**config.mk**
```make
export PLATFORM = sky130hd
export DESIGN_NAME = interrupt_arbiter
export DESIGN_NICKNAME = d
export VERILOG_FILES = /design/src/rtl/interrupt_arbiter.sv
export SDC_FILE = /design/constraint.sdc
export NUM_CORES = 1
export LEC_CHECK = 0
export BUFFER_PORTS_ARGS = -buffer_cell sky130_fd_sc_hd__buf_2
export CORE_UTILIZATION = 37
export DETAILED_ROUTE_END_ITERATION = 8
export PLACE_DENSITY_LB_ADDON = 0.05
export SETUP_SLACK_MARGIN = 0.5
export SYNTH_ARGS = -nofsm -noshare
export SYNTH_HDL_FRONTEND = slang
export SYNTH_SLANG_ARGS = --single-unit
```
**constraint.sdc**
```tcl
create_clock -name clock -period 1.57 [get_ports clock]
set_clock_uncertainty 0.05 [all_clocks]
set_input_delay 0.157 -clock clock [delete_from_list [all_inputs] [get_ports clock]]
set_output_delay 0.157 -clock clock [all_outputs]
set_load 0.02 [all_outputs]
```
**src/rtl/interrupt_arbiter.sv**
```systemverilog
// Interrupt/exception arbiter: picks the highest-priority source and holds a handler-entry request until acknowledged.
// Optional build macro INTERRUPT_SYNCHRONIZER_EN adds a 2-flop synchronizer in front of pendingInterrupts.
module interrupt_arbiter (
    input  logic        clock,
    input  logic        reset,
    input  logic [15:0] irqLines,
    input  logic [15:0] interruptMask,
    input  logic        interruptEnable,
    input  logic        exceptionRequest,
    input  logic [4:0]  exceptionCode,
    output logic        handlerEntryRequest,
    input  logic        handlerEntryAcknowledge,
    // "priority" is a reserved word, so the PSW priorityWriteValue source is named priorityLevel.
    output logic [4:0]  priorityLevel,
    output logic [15:0] pendingInterrupts
);

    // Handshake: handlerEntryRequest rises with priorityLevel valid and both stay frozen until the
    // cycle handlerEntryAcknowledge is high; the request drops on the following edge.
    typedef enum logic [1:0] {
        IDLE    = 2'd0,
        REQUEST = 2'd1,
        SETTLE  = 2'd2
    } arbState;

    arbState     state;
    arbState     stateNext;
    logic        requestNext;
    logic [4:0]  priorityNext;
    logic [15:0] sampledIrq;
    logic [15:0] eligible;
    logic [3:0]  irqSelect;
    logic        irqPresent;

`ifdef INTERRUPT_SYNCHRONIZER_EN
    logic [15:0] syncStage1;
    logic [15:0] syncStage2;

    always_ff @(posedge clock or posedge reset) begin
        if (reset) begin
            syncStage1 <= '0;
            syncStage2 <= '0;
        end else begin
            syncStage1 <= irqLines;
            syncStage2 <= syncStage1;
        end
    end

    assign sampledIrq = syncStage2;
`else
    assign sampledIrq = irqLines;
`endif

    always_ff @(posedge clock or posedge reset) begin
        if (reset) begin
            pendingInterrupts <= '0;
        end else begin
            pendingInterrupts <= sampledIrq;
        end
    end

    assign eligible   = interruptEnable ? (pendingInterrupts & interruptMask) : 16'h0000;
    assign irqPresent = |eligible;

    // Ascending scan so the highest-numbered eligible line wins.
    always_comb begin
        irqSelect = 4'd0;
        for (int i = 0; i < 16; i++) begin
            if (eligible[i]) begin
                irqSelect = 4'(i);
            end
        end
    end

    always_ff @(posedge clock or posedge reset) begin
        if (reset) begin
            state               <= IDLE;
            handlerEntryRequest <= 1'b0;
            priorityLevel       <= 5'd0;
        end else begin
            state               <= stateNext;
            handlerEntryRequest <= requestNext;
            priorityLevel       <= priorityNext;
        end
    end

    always_comb begin
        stateNext    = state;
        requestNext  = handlerEntryRequest;
        priorityNext = priorityLevel;
        case (state)
            IDLE: begin
                requestNext = 1'b0;
                // Exceptions bypass IE and the mask; a losing interrupt stays pending for later.
                if (exceptionRequest) begin
                    stateNext    = REQUEST;
                    requestNext  = 1'b1;
                    priorityNext = exceptionCode;
                end else if (irqPresent) begin
                    stateNext    = REQUEST;
                    requestNext  = 1'b1;
                    priorityNext = {1'b0, irqSelect};
                end
            end
            REQUEST: begin
                if (handlerEntryAcknowledge) begin
                    stateNext   = SETTLE;
                    requestNext = 1'b0;
                end
            end
            SETTLE: begin
                // One quiet cycle lets the PSW IE/priority update reach the eligibility logic.
                stateNext   = IDLE;
                requestNext = 1'b0;
            end
            default: begin
                stateNext   = IDLE;
                requestNext = 1'b0;
            end
        endcase
    end

endmodule
```
==> flow_metrics.env <==
export IMPL_outcome="finished with violations"
export IMPL_violations="setup timing"
export IMPL_drt_pre_antenna_iters=4
export IMPL_launching_element_type_of_the_critical_path="flip-flop"
export IMPL_post_synth_inst_count=88
export IMPL_synth_net_count=130
export IMPL_synth_edf_count=0
export IMPL_critical_path_arrival_ps=1880
export IMPL_rows=18
export IMPL_viasPerCell=4.95
export IMPL_cts_max_path_buffers=2
export IMPL_n_fill_cell=183
export IMPL_netlist_top_cell_by_area="sky130_fd_sc_hd__dfrtp_1"
export IMPL_setup_viol_count_final=7
export IMPL_die_w_um=55.0
export IMPL_yosysWarnings=0
export IMPL_tritoncts_num_sinks=24
export IMPL_timing_hold_violations_final=0
export IMPL_route_detailed_wl_per_inst_um=14.0
export IMPL_die_h_um=55.0
export IMPL_antenna_found_initial=0
export IMPL_drt_antenna_violating_nets=0
export IMPL_grt_pass1_wl_mm=4.80
export IMPL_min_delay_path_depth=3
export IMPL_dp_hpwl_mm=2.08
export IMPL_met2_wirelength_mm=1.59
export IMPL_rsz_0062_raised_after_global_routing="true"
export IMPL_detailroute_via_count=1095
export IMPL_clock_slew_seen_by_the_registers_of_the_worst_setup_and_hold_paths_ps=130
export IMPL_antennaDiodeCount=0
export IMPL_final_max_tran_viols=0
export IMPL_worst_path_max_fanout=3
export IMPL_worst_slew_pin_slew_ps=358
export IMPL_ys_seq_area_share_pct=57.8
export IMPL_critical_path_slowest_cell="sky130_fd_sc_hd__dfrtp_2"
export IMPL_top_signal_layer_used="met4"
export IMPL_pin_count_of_the_biggest_net_entering_global_routing=25
export IMPL_critical_path_reg2reg_endpoint="priorityLevel[2]"
export IMPL_cap_viol_max_count=0
export IMPL_synth_top_area_share_pct=57.8
export IMPL_fmax_mhz=585
export IMPL_grt_overflow=0
export IMPL_hold_path_endpoint="priorityLevel[4]"
export IMPL_timing_setup_critical_path_class="reg2reg"
export IMPL_synthDistinctLibCells=29
export IMPL_totalNegativeSetupSlack_ps=-501
export IMPL_final_seq_area_um2=611
export IMPL_grt_pass1_vias=1088
export IMPL_post_route_min_period_ps=1710
export IMPL_later_pin_clock_latency_in_the_skew_report_ps=310
export IMPL_yosys_top_cells_area="sky130_fd_sc_hd__dfrtp_1 (58%), sky130_fd_sc_hd__a22oi_2 (4.8%), sky130_fd_sc_hd__nand2_1 (4.7%), sky130_fd_sc_hd__a22oi_1 (2.9%), sky130_fd_sc_hd__o41ai_4 (2.6%)"
export IMPL_post_route_cells_drive_above_1_share_pct=60.2
export IMPL_postSynthRegisterBits=24
export IMPL_total_leakage_power_nw=0.952
export IMPL_worstPathRequired_ps=1740
export IMPL_gp_congestion=0.748
export IMPL_synth_area_um2=1040
export IMPL_dr_first_iter_drc_count=23
export IMPL_reg2reg_slack_ps=-140
export IMPL_coreArea_um2=2570
export IMPL_ctsHtreeMaxLevel=1
export IMPL_crit_path_cell_trace="a22oi_2, a41oi_2, o41ai_4, buf_4, a221oi_2, a21o_1"
export IMPL_numCtsBuffers=3
export IMPL_design_die_area_um2=3030
export IMPL_num_io_pins=64
export IMPL_detailroute_wirelength_met3_um=185
export IMPL_hold_path_startpoint="exceptionCode[4]"
export IMPL_total_power_mw=2.17
export IMPL_worst_path_dominant_cell_family="compound AO/OA/AOI/OAI gates"
export IMPL_cts_root_buffer_cell="sky130_fd_sc_hd__clkbuf_4"
export IMPL_power_per_cell_area_nw_per_um2=1110
export IMPL_cp_num_buf_inv=1
export IMPL_net_count_final=234
export IMPL_multi_input_comb_area_um2=474
export IMPL_worstSetupEndpointType="flip-flop"
export IMPL_wl_mm=3.09
export IMPL_final_min_period_over_clock_period_pct=109
export IMPL_area_growth_synth_to_final_pct=88.3
export IMPL_synthesis_area_per_instance_um2=11.8
export IMPL_tritoncts="yes"
export IMPL_regToRegStartpoint="pendingInterrupts[7]"
export IMPL_routedLengthMet1_mm=1.28
export IMPL_cp_max_stage_delay_ps=440
export IMPL_irDropWorstVdd_v=0.00124
export IMPL_min_delay_path_class="in2reg"
export IMPL_detailed_route_drc_error_count=0
export IMPL_timing_reg2reg_worst_path_depth=6
export IMPL_synthFlopType="sky130_fd_sc_hd__dfrtp_1"
export IMPL_timing_slew_headroom_pct=76.1
export IMPL_groute_usage_overall_pct=22.5
export IMPL_start_util_pct=40.5
export IMPL_finalWorstSetupSlack_ps=-141
export IMPL_port_buffers=63
export IMPL_synth_async_sr_flop_share_pct=100
==> cell usage in the layout, fill, tap and decap left out, types with 2 or more instances in the layout <==
master	n
sky130_fd_sc_hd__buf_2	41
sky130_fd_sc_hd__nand2_1	9
sky130_fd_sc_hd__inv_1	6
sky130_fd_sc_hd__a21oi_1	2
sky130_fd_sc_hd__a32oi_1	2
sky130_fd_sc_hd__dfrtp_1	16
sky130_fd_sc_hd__buf_4	16
sky130_fd_sc_hd__buf_6	25
sky130_fd_sc_hd__nand2_2	4
sky130_fd_sc_hd__o31ai_2	2
sky130_fd_sc_hd__clkbuf_4	3
sky130_fd_sc_hd__o21ai_2	2
sky130_fd_sc_hd__nand3_1	3
sky130_fd_sc_hd__dfrtp_2	8
sky130_fd_sc_hd__nor2_1	4
sky130_fd_sc_hd__dlygate4sd3_1	18
sky130_fd_sc_hd__a22oi_2	7
sky130_fd_sc_hd__nand2b_1	3
==> timing repair <==
item / 4_1_cts / 5_1_grt
setup endpoints to repair: 29 / 29
hold buffers: 18 / 0
hold endpoints to repair: 42 / 0
setup buffers: 10 / 3
resized for setup: 45 / 13
cloned: 0 / 0
pin swaps: 3 / 7
==> layout make-up <==
cell class,instances,area share (%)
Clock buffer,4,1.34
Inverter,6,1.15
Multi-Input combinational cell,57,24.2
Sequential cell,24,31.2
Tap cell,30,1.92
Timing Repair Buffer,100,40.2
==> registers in the layout (all words and copies together) (netlist names) <==
signal               flops
handlerEntryRequest      1
state                    2
pendingInterrupts       16
priorityLevel            5
==> logic make-up (layout without fill, tap and decap cells) <==
kind of cell / after synthesis / in the layout / synth area share (%)
and+or+nand+nor: 26 / 26 / 11.4
AOI/OAI and AO/OA: 31 / 31 / 28.3
buffers and inverters: 7 / 110 / 2.53
DFF: 24 / 24 / 57.8
==> through the flow <==
| step | worst slack (ps) | hold WS [ps] | std cells | area [um2] | utilization [%] |
|---|---|---|---|---|---|
| 6_report | -141 | 11.9 | 221 | 1960 | 76.3 |
| 5_1_grt | -205 | 30.2 | 221 | 1960 | 76.3 |
| 4_1_cts | -54.8 | 12.1 | 218 | 1890 | 73.6 |
| 3_3_place_gp | 26.1 | 159 | 186 | 1470 | 57.1 |
| 3_5_place_dp | -52.7 | 174 | 186 | 1470 | 57.1 |
| 2_1_floorplan | -71.1 | 121 | 88 | 1070 | - |
==> cell usage after synthesis (2+ instances only) <==
| library cell | instances |
|---|---|
| sky130_fd_sc_hd__nand2_1 | 13 |
| sky130_fd_sc_hd__a32oi_1 | 2 |
| sky130_fd_sc_hd__o31ai_1 | 2 |
| sky130_fd_sc_hd__o21ai_0 | 3 |
| sky130_fd_sc_hd__nand2b_1 | 3 |
| sky130_fd_sc_hd__dfrtp_1 | 24 |
| sky130_fd_sc_hd__inv_1 | 6 |
| sky130_fd_sc_hd__nand3_1 | 3 |
| sky130_fd_sc_hd__a22oi_2 | 4 |
| sky130_fd_sc_hd__a21oi_1 | 3 |
| sky130_fd_sc_hd__a22oi_1 | 4 |
| sky130_fd_sc_hd__nor2_1 | 4 |
==> power breakdown <==
group | internal [mW] | switching [mW] | total (mW)
Sequential | 0.741 | 0.0897 | 0.830
Clock | 0.0993 | 0.190 | 0.289
Combinational | 0.581 | 0.470 | 1.05
==> worst max path at each step <==
stage	endpoint	cells past startpoint	slack [ps]	startpoint
2_1_floorplan	priorityLevel[2]	5	-70	pendingInterrupts[10]
3_3_place_gp	priorityLevel[1]	5	30	pendingInterrupts[7]
3_5_place_dp	priorityLevel[1]	5	-50	pendingInterrupts[10]
4_1_cts	priorityLevel[1]	6	-50	pendingInterrupts[10]
5_1_grt	priorityLevel[2]	6	-200	pendingInterrupts[3]
6_report	priorityLevel[2]	6	-140	pendingInterrupts[7]
==> routing by layer <==
layer  vias to the layer above  track usage (%)
met2                        47             40.0
li1                        532                -
met1                       512             27.3
met3                         4             3.83
met4                         0             7.50
met5                         -                0
==> worst min-delay path, stage by stage <==
cell and delay, ps:
sky130_fd_sc_hd__buf_2 80, sky130_fd_sc_hd__nand3_1 60, sky130_fd_sc_hd__nand2_1 60
(Power assumes the default switching activity.)
